--- src/rtl/rns_forward_converter.sv ---
// Binary-to-RNS forward converter, moduli {2^N-1, 2^N+1, 2^2N+1, 2^(2N+P)}.
// Folds one N-bit chunk per cycle; valid/ready handshake on input and output.
//
// Ports:
//   clk, rst_n          clock, asynchronous active-low reset
//   in_valid/in_ready   input handshake; x_in is the 6N+P bit operand
//   out_valid/out_ready output handshake; r1..r4 are the residues
//   r1  X mod (2^N-1)   r2  X mod (2^N+1)
//   r3  X mod (2^2N+1)  r4  X mod 2^(2N+P)
module rns_forward_converter #(
  parameter int N = 4,
  parameter int P = 2
) (
  input  logic             clk,
  input  logic             rst_n,
  input  logic             in_valid,
  output logic             in_ready,
  input  logic [6*N+P-1:0] x_in,
  output logic             out_valid,
  input  logic             out_ready,
  output logic [N-1:0]     r1,
  output logic [N:0]       r2,
  output logic [2*N:0]     r3,
  output logic [2*N+P-1:0] r4
);

  localparam int W  = 7 * N;
  localparam int W2 = N + 3;
  localparam int W3 = 2 * N + 4;
  localparam int V2 = N + 5;
  localparam int V3 = 2 * N + 5;

  localparam logic [V2-1:0] M2 = V2'((1 << N) + 1);
  localparam logic [V3-1:0] M3 = V3'((1 << (2 * N)) + 1);

  typedef enum logic [1:0] {
    IDLE,
    ACCUM,
    FINAL,
    HOLD
  } state_t;

  state_t state, state_nxt;

  logic [W-1:0]         lat;
  logic [2:0]           cnt;
  logic [N-1:0]         acc1, acc1_nxt;
  logic signed [W2-1:0] acc2, acc2_nxt;
  logic signed [W3-1:0] acc3, acc3_nxt;

  logic [N-1:0]         c;
  logic [N:0]           sum1;
  logic signed [W2-1:0] c2;
  logic signed [W3-1:0] c3, c3s, term3;

  // Bias by 4*M to get a non-negative value below 8*M,
  // then strip 4M, 2M and M by conditional subtraction.
  function automatic logic [N:0] norm2(
    input logic signed [W2-1:0] a
  );
    logic [V2-1:0] v;
    v = V2'(a) + (M2 << 2);
    for (int k = 2; k >= 0; k--) begin
      if (v >= (M2 << k)) v = v - (M2 << k);
    end
    return (N+1)'(v);
  endfunction

  function automatic logic [2*N:0] norm3(
    input logic signed [W3-1:0] a
  );
    logic [V3-1:0] v;
    v = V3'(a) + (M3 << 2);
    for (int k = 2; k >= 0; k--) begin
      if (v >= (M3 << k)) v = v - (M3 << k);
    end
    return (2*N+1)'(v);
  endfunction

  always_ff @(posedge clk or negedge rst_n) begin
    if (!rst_n) state <= IDLE;
    else        state <= state_nxt;
  end

  always_comb begin
    state_nxt = state;
    in_ready  = 1'b0;
    out_valid = 1'b0;
    unique case (state)
      IDLE: begin
        in_ready = 1'b1;
        if (in_valid) state_nxt = ACCUM;
      end
      ACCUM: if (cnt == 3'd6) state_nxt = FINAL;
      FINAL: state_nxt = HOLD;
      HOLD: begin
        out_valid = 1'b1;
        if (out_ready) state_nxt = IDLE;
      end
      default: state_nxt = IDLE;
    endcase
  end

  // The latched operand shifts down so the current chunk
  // always sits in the low N bits.
  always_comb begin
    c    = lat[N-1:0];
    sum1 = {1'b0, acc1} + {1'b0, c};
    // end-around carry: 2^N == 1 mod 2^N-1
    acc1_nxt = sum1[N-1:0] + {{(N-1){1'b0}}, sum1[N]};
    c2 = $signed({3'b000, c});
    acc2_nxt = cnt[0] ? acc2 - c2 : acc2 + c2;
    c3  = $signed({{(N+4){1'b0}}, c});
    c3s = $signed({4'b0000, c, {N{1'b0}}});
    // 2^2N == -1: weights cycle +1, +2^N, -1, -2^N
    term3 = cnt[0] ? c3s : c3;
    acc3_nxt = cnt[1] ? acc3 - term3 : acc3 + term3;
  end

  always_ff @(posedge clk or negedge rst_n) begin
    if (!rst_n) begin
      lat  <= '0;
      cnt  <= '0;
      acc1 <= '0;
      acc2 <= '0;
      acc3 <= '0;
      r1   <= '0;
      r2   <= '0;
      r3   <= '0;
      r4   <= '0;
    end else begin
      case (state)
        IDLE: if (in_valid) begin
          lat  <= W'(x_in);
          cnt  <= '0;
          acc1 <= '0;
          acc2 <= '0;
          acc3 <= '0;
          r4   <= x_in[2*N+P-1:0];
        end
        ACCUM: begin
          lat  <= lat >> N;
          cnt  <= cnt + 3'd1;
          acc1 <= acc1_nxt;
          acc2 <= acc2_nxt;
          acc3 <= acc3_nxt;
        end
        FINAL: begin
          r1 <= (acc1 == {N{1'b1}}) ? '0 : acc1;
          r2 <= norm2(acc2);
          r3 <= norm3(acc3);
        end
        default: ;
      endcase
    end
  end

endmodule

--- config.mk ---
export PLATFORM = sky130hd
export DESIGN_NAME = rns_forward_converter
export DESIGN_NICKNAME = d
export VERILOG_FILES = /design/src/rtl/rns_forward_converter.sv
export SDC_FILE = /design/constraint.sdc
export NUM_CORES = 1
export LEC_CHECK = 0
export CAP_MARGIN = 15
export CORE_UTILIZATION = 55
export DETAILED_ROUTE_END_ITERATION = 7
export PLACE_DENSITY = 0.82
export REMOVE_ABC_BUFFERS = 1
export SLEW_MARGIN = 15
export SYNTH_ARGS = -nofsm -noshare
export SYNTH_HDL_FRONTEND = slang
export SYNTH_SLANG_ARGS = --single-unit
export TNS_END_PERCENT = 100
--- constraint.sdc ---
create_clock -name clk -period 12.15 [get_ports clk]
set_clock_uncertainty 0.05 [all_clocks]
set_input_delay 3.645 -clock clk [delete_from_list [all_inputs] [get_ports clk]]
set_output_delay 3.645 -clock clk [all_outputs]
set_load 0.05 [all_outputs]
**Word-level counts from Yosys, hierarchy flattened**

Index checks and enable logic that the tools add are counted.

- Add/sub/neg operators: 15
- Order comparisons: 6
- Equal/unequal tests: 8
- Muxes and demuxes: 30
- Reductions and logical operators: 5

Operator list:

| kind | count |
|---|---|
| $pmux W28 S2 | 1 |
| $mux W13 | 4 |
| $mux W9 | 5 |
| $mux W28 | 1 |
| $mux W12 | 2 |
| $pmux W12 S2 | 1 |
| $mux W7 | 2 |
| $pmux W7 S2 | 1 |
| $add A12 B12 Y13 const B | 1 |
| $ge A13 B10 Y1 const B | 1 |
| $ge A13 B11 Y1 const B | 1 |
| $ge A13 B9 Y1 const B | 1 |
| $sub A13 B10 Y13 const B | 1 |
| $sub A13 B11 Y13 const B | 1 |
| $add A12 B9 Y12 | 1 |
| $sub A12 B9 Y12 | 1 |
| $add A7 B8 Y9 const B | 1 |
| $ge A9 B5 Y1 const B | 1 |
| $ge A9 B6 Y1 const B | 1 |
| $ge A9 B7 Y1 const B | 1 |
| $sub A9 B6 Y9 const B | 1 |
| $sub A9 B7 Y9 const B | 1 |
| $sub A9 B9 Y9 const B | 1 |
| $mux W4 | 2 |
| 23 further kinds | 30 |

- Flip-flop bits (word level): 84
- Input port bits: 30
- Output and inout bits: 30
- Word-level logic and storage cells: 74

**Logic depth before layout (Yosys ltp)**

- Depth in word-level cells: 9
- Mapped depth: 20
- Depth with buffers taken out: 20

**Least setup slack after synthesis**

Ideal clock, no wire load.

- Path type: input to register
- Start: input port in_valid
- End: register acc3[5]
- Library setup time: 95 ps
- Data arrival time: 4713 ps
- Data required time: 12005 ps
- Path slack: 7291 ps
- Stages: 6
- Buffers on the path: 2
- Cells stage by stage: nand2_1 a21boi_1 clkbuf_1 buf_1 nand2_1 o31ai_1

- Word-level cells in the longest chain between the ends: 2

Ends and longest elaborated chain:

| element | line | text |
|---|---|---|
| start, declared | 16 | `input logic in_valid,` |
| $ne A2 B2 Y1 (no line) | -- |  |
| $reduce_and A2 Y1 (no line) | -- |  |
| end signal, assigned | 146 | `acc3 <= acc3_nxt;` |
| end, declared | 49 | `logic signed [W3-1:0] acc3, acc3_nxt;` |

No other way between the ends.
A chain may end at the register's enable or synchronous reset.

**Worst setup path after layout**

- Start: register state[0]
- End: output port in_ready

- Word-level cells in the longest chain between the ends: 2

Ends and longest elaborated chain:

| element | line | text |
|---|---|---|
| start, declared | 43 | `state_t state, state_nxt;` |
| start signal, assigned | 82 | `else state <= state_nxt;` |
| $logic_not A2 Y1 | 89 | `unique case (state)` |
| $mux W1 | 89 |  |
| end, declared | 17 | `output logic in_ready,` |

No other way between the ends.

==> results.cfg <==
[yosys]
synth_cell_type_count = 96
synth_warnings = 0
synth_edf_count = 0
synth_area_um2 = 6630
avgSynthCellArea_um2 = 8.55
synth_ff_type = dfrtp_1
synth-seq-cells = 82
async_flop_share_pct = 100
ys_seq_area_share_pct = 30.9
syn_inst = 775

[global_routing]
grt-ovfl-total = 0
grt_first_pass_wirelength_mm = 25.7
antenna_found_initial = 0
grt_pass1_vias = 5683
track_usage_pct = 25.0
grt_max_degree = 83

[floorplan]
die_area_um2 = 12500
ioPinCount = 60
die_w_um = 112
initial_core_util_pct = 57.3
die_h_um = 112
coreArea_um2 = 11600
fp-row-count = 39

[critical_path]
worstRegToRegCells = 17
path_class = reg2out
crit_fanout = 9
reg2reg_to = r3[2]
crit_chain = inv_1, ha_1, clkdlybuf4s50_1
rr_startpoint = acc3[2]
worstPathRequired_ps = 8450
rrSetupSlack_ps = 6510
critPathSlowestCell = clkdlybuf4s50_1
crit_path_start_kind = register
crit_arrival_ps = 2050
critPathMaxStageDelay_ps = 870
critPathCaptureType = primary output

[layout]
multi_input_area_um2 = 4260
fin_cells = 956
num_antenna_cells = 0
drive_gt1_share_pct = 9.35
syn2layout_area_growth_pct = 13.9
fill_cells = 920
final_nets = 878
regArea_um2 = 2050

[timing]
fin_crit_ps = 5750
finalSetupViolations = 0
setup_tns_ps = 0
drv_slew = 0
finalHoldViolCount = 0
fmax_ghz = 0.174
tightest_slew_ps = 1030
rsz0062_at_grt = no
slew_headroom_pct = 31.2
finalCritPeriodShare_pct = 47.3

[clock_network]
cts_sinks = 82
cts_setup_buffers = 0
clkTransAtPathRegs_ps = 70
root_buffer = clkbuf_16
cts_max_path_buffers = 2
clk_latency_ps = 340
cts_resized = 0
tritoncts = built
cts_made_buffers = 9
ctsHoldBuffers = 0
htreeDepth = 3

[outcome]
violations = design-rule violations
status = complete, but fails checks

[run]
maxCapViolCount = 0

[min_path]
min_from = lat[20]
min_path_cells = 2
hold-path-endpoint = lat[20]
hold_path.class = reg2reg

[routing]
wl_per_cell_um = 16.1
viasPerCell = 6.12
drtPass1Iterations = 7
drtIter0Drc = 379
postRouteAntennaNets = 0
drc_errors = 2
drt-total-wl_mm = 15.4
via_count = 5851

[placed_design]
dpl.cell_count = 940
dp_hpwl_mm = 11.4
place.gp.congestion = 0.884
io_buffer_count = 59
==> registers in the layout, indices dropped and copies added, names as in the netlist <==
signal and flops:
acc1 4, acc2 7, acc3 12, cnt 3
lat 26, r1 4, r2 5, r3 9
r4 10, state 2
==> synth_stat cells, drive strengths merged, types with 16 or more instances <==
cell type	number	area [um2]
nand3	31	173
clkbuf	27	105
mux2	20	225
ha	37	463
nor2	50	190
nand2	99	374
a21oi	36	180
xnor2	27	244
o21ai	80	400
mux2i	29	307
inv	38	143
and3	16	100
dfrtp	82	2050
==> worst max-delay path: cells and delay by family (launching register included) <==
family / cells / cell delay [ps]
buffers and inverters: 2 / 980
adder cells (fa/ha/maj): 1 / 340
flip-flops: 1 / 400
==> logic make-up after synthesis <==
group | count (synthesis) | share of synthesized area, %
AOI/OAI and AO/OA | 217 | 22.2
xor gates and xnor gates | 38 | 5.13
adders and majority gates | 40 | 7.89
buffers and inverters | 79 | 4.94
DFF | 82 | 30.9
muxes | 49 | 8.02
and+or+nand+nor | 270 | 20.8
==> through the flow <==
step / hold slack [ps] / setup WS [ps] / util, % / cell area [um2]
floorplan: 400 / 5410 / - / 6450
global route: 463 / 6130 / 65.3 / 7550
finish: 431 / 6400 / 65.3 / 7550
global placement: 412 / 6450 / 62.7 / 7250
CTS: 436 / 6400 / 65.3 / 7550
detailed placement: 421 / 6400 / 62.7 / 7250
==> area by class of cell <==
class | count | share of cell area [%]
Timing Repair Buffer | 62 | 8.09
Clock inverter | 7 | 1.01
Tap cell | 143 | 2.37
Inverter | 39 | 1.94
Sequential cell | 82 | 27.2
Clock buffer | 9 | 2.98
Multi-Input combinational cell | 614 | 56.4
==> cell usage in the layout, fill, tap and decap left out, types with 20 or more instances in the layout <==
cell type        instances
a21oi_1                 36
clkdlybuf4s50_1         58
dfrtp_1                 82
ha_1                    37
inv_1                   37
mux2_2                  20
mux2i_1                 27
nand2_1                 98
nand3_1                 29
nor2_1                  49
o21ai_0                 76
xnor2_1                 26
==> per-layer routing <==
metal	vias to the layer above	wire, um	track usage [%]
li1	2852	-	-
met1	2772	6730	30.8
met3	32	664	4.14
met5	-	0	0
met2	195	7630	43.5
met4	0	375	10.1
==> how the worst max path moves through the flow <==
stage	startpoint	to	cells after the start	slack, ps
6_report	state[0]	in_ready	3	6400
4_1_cts	state[0]	in_ready	3	6400
2_1_floorplan	in_valid	lat[0]	3	5410
3_5_place_dp	in_valid	acc3[11]	7	6400
5_1_grt	acc3[2]	r3[5]	18	6130
3_3_place_gp	in_valid	acc3[11]	7	6450
Power is left out: the tool's default activity adds up to more than one toggle a clock period on the data nets, which glitch-free logic cannot reach.
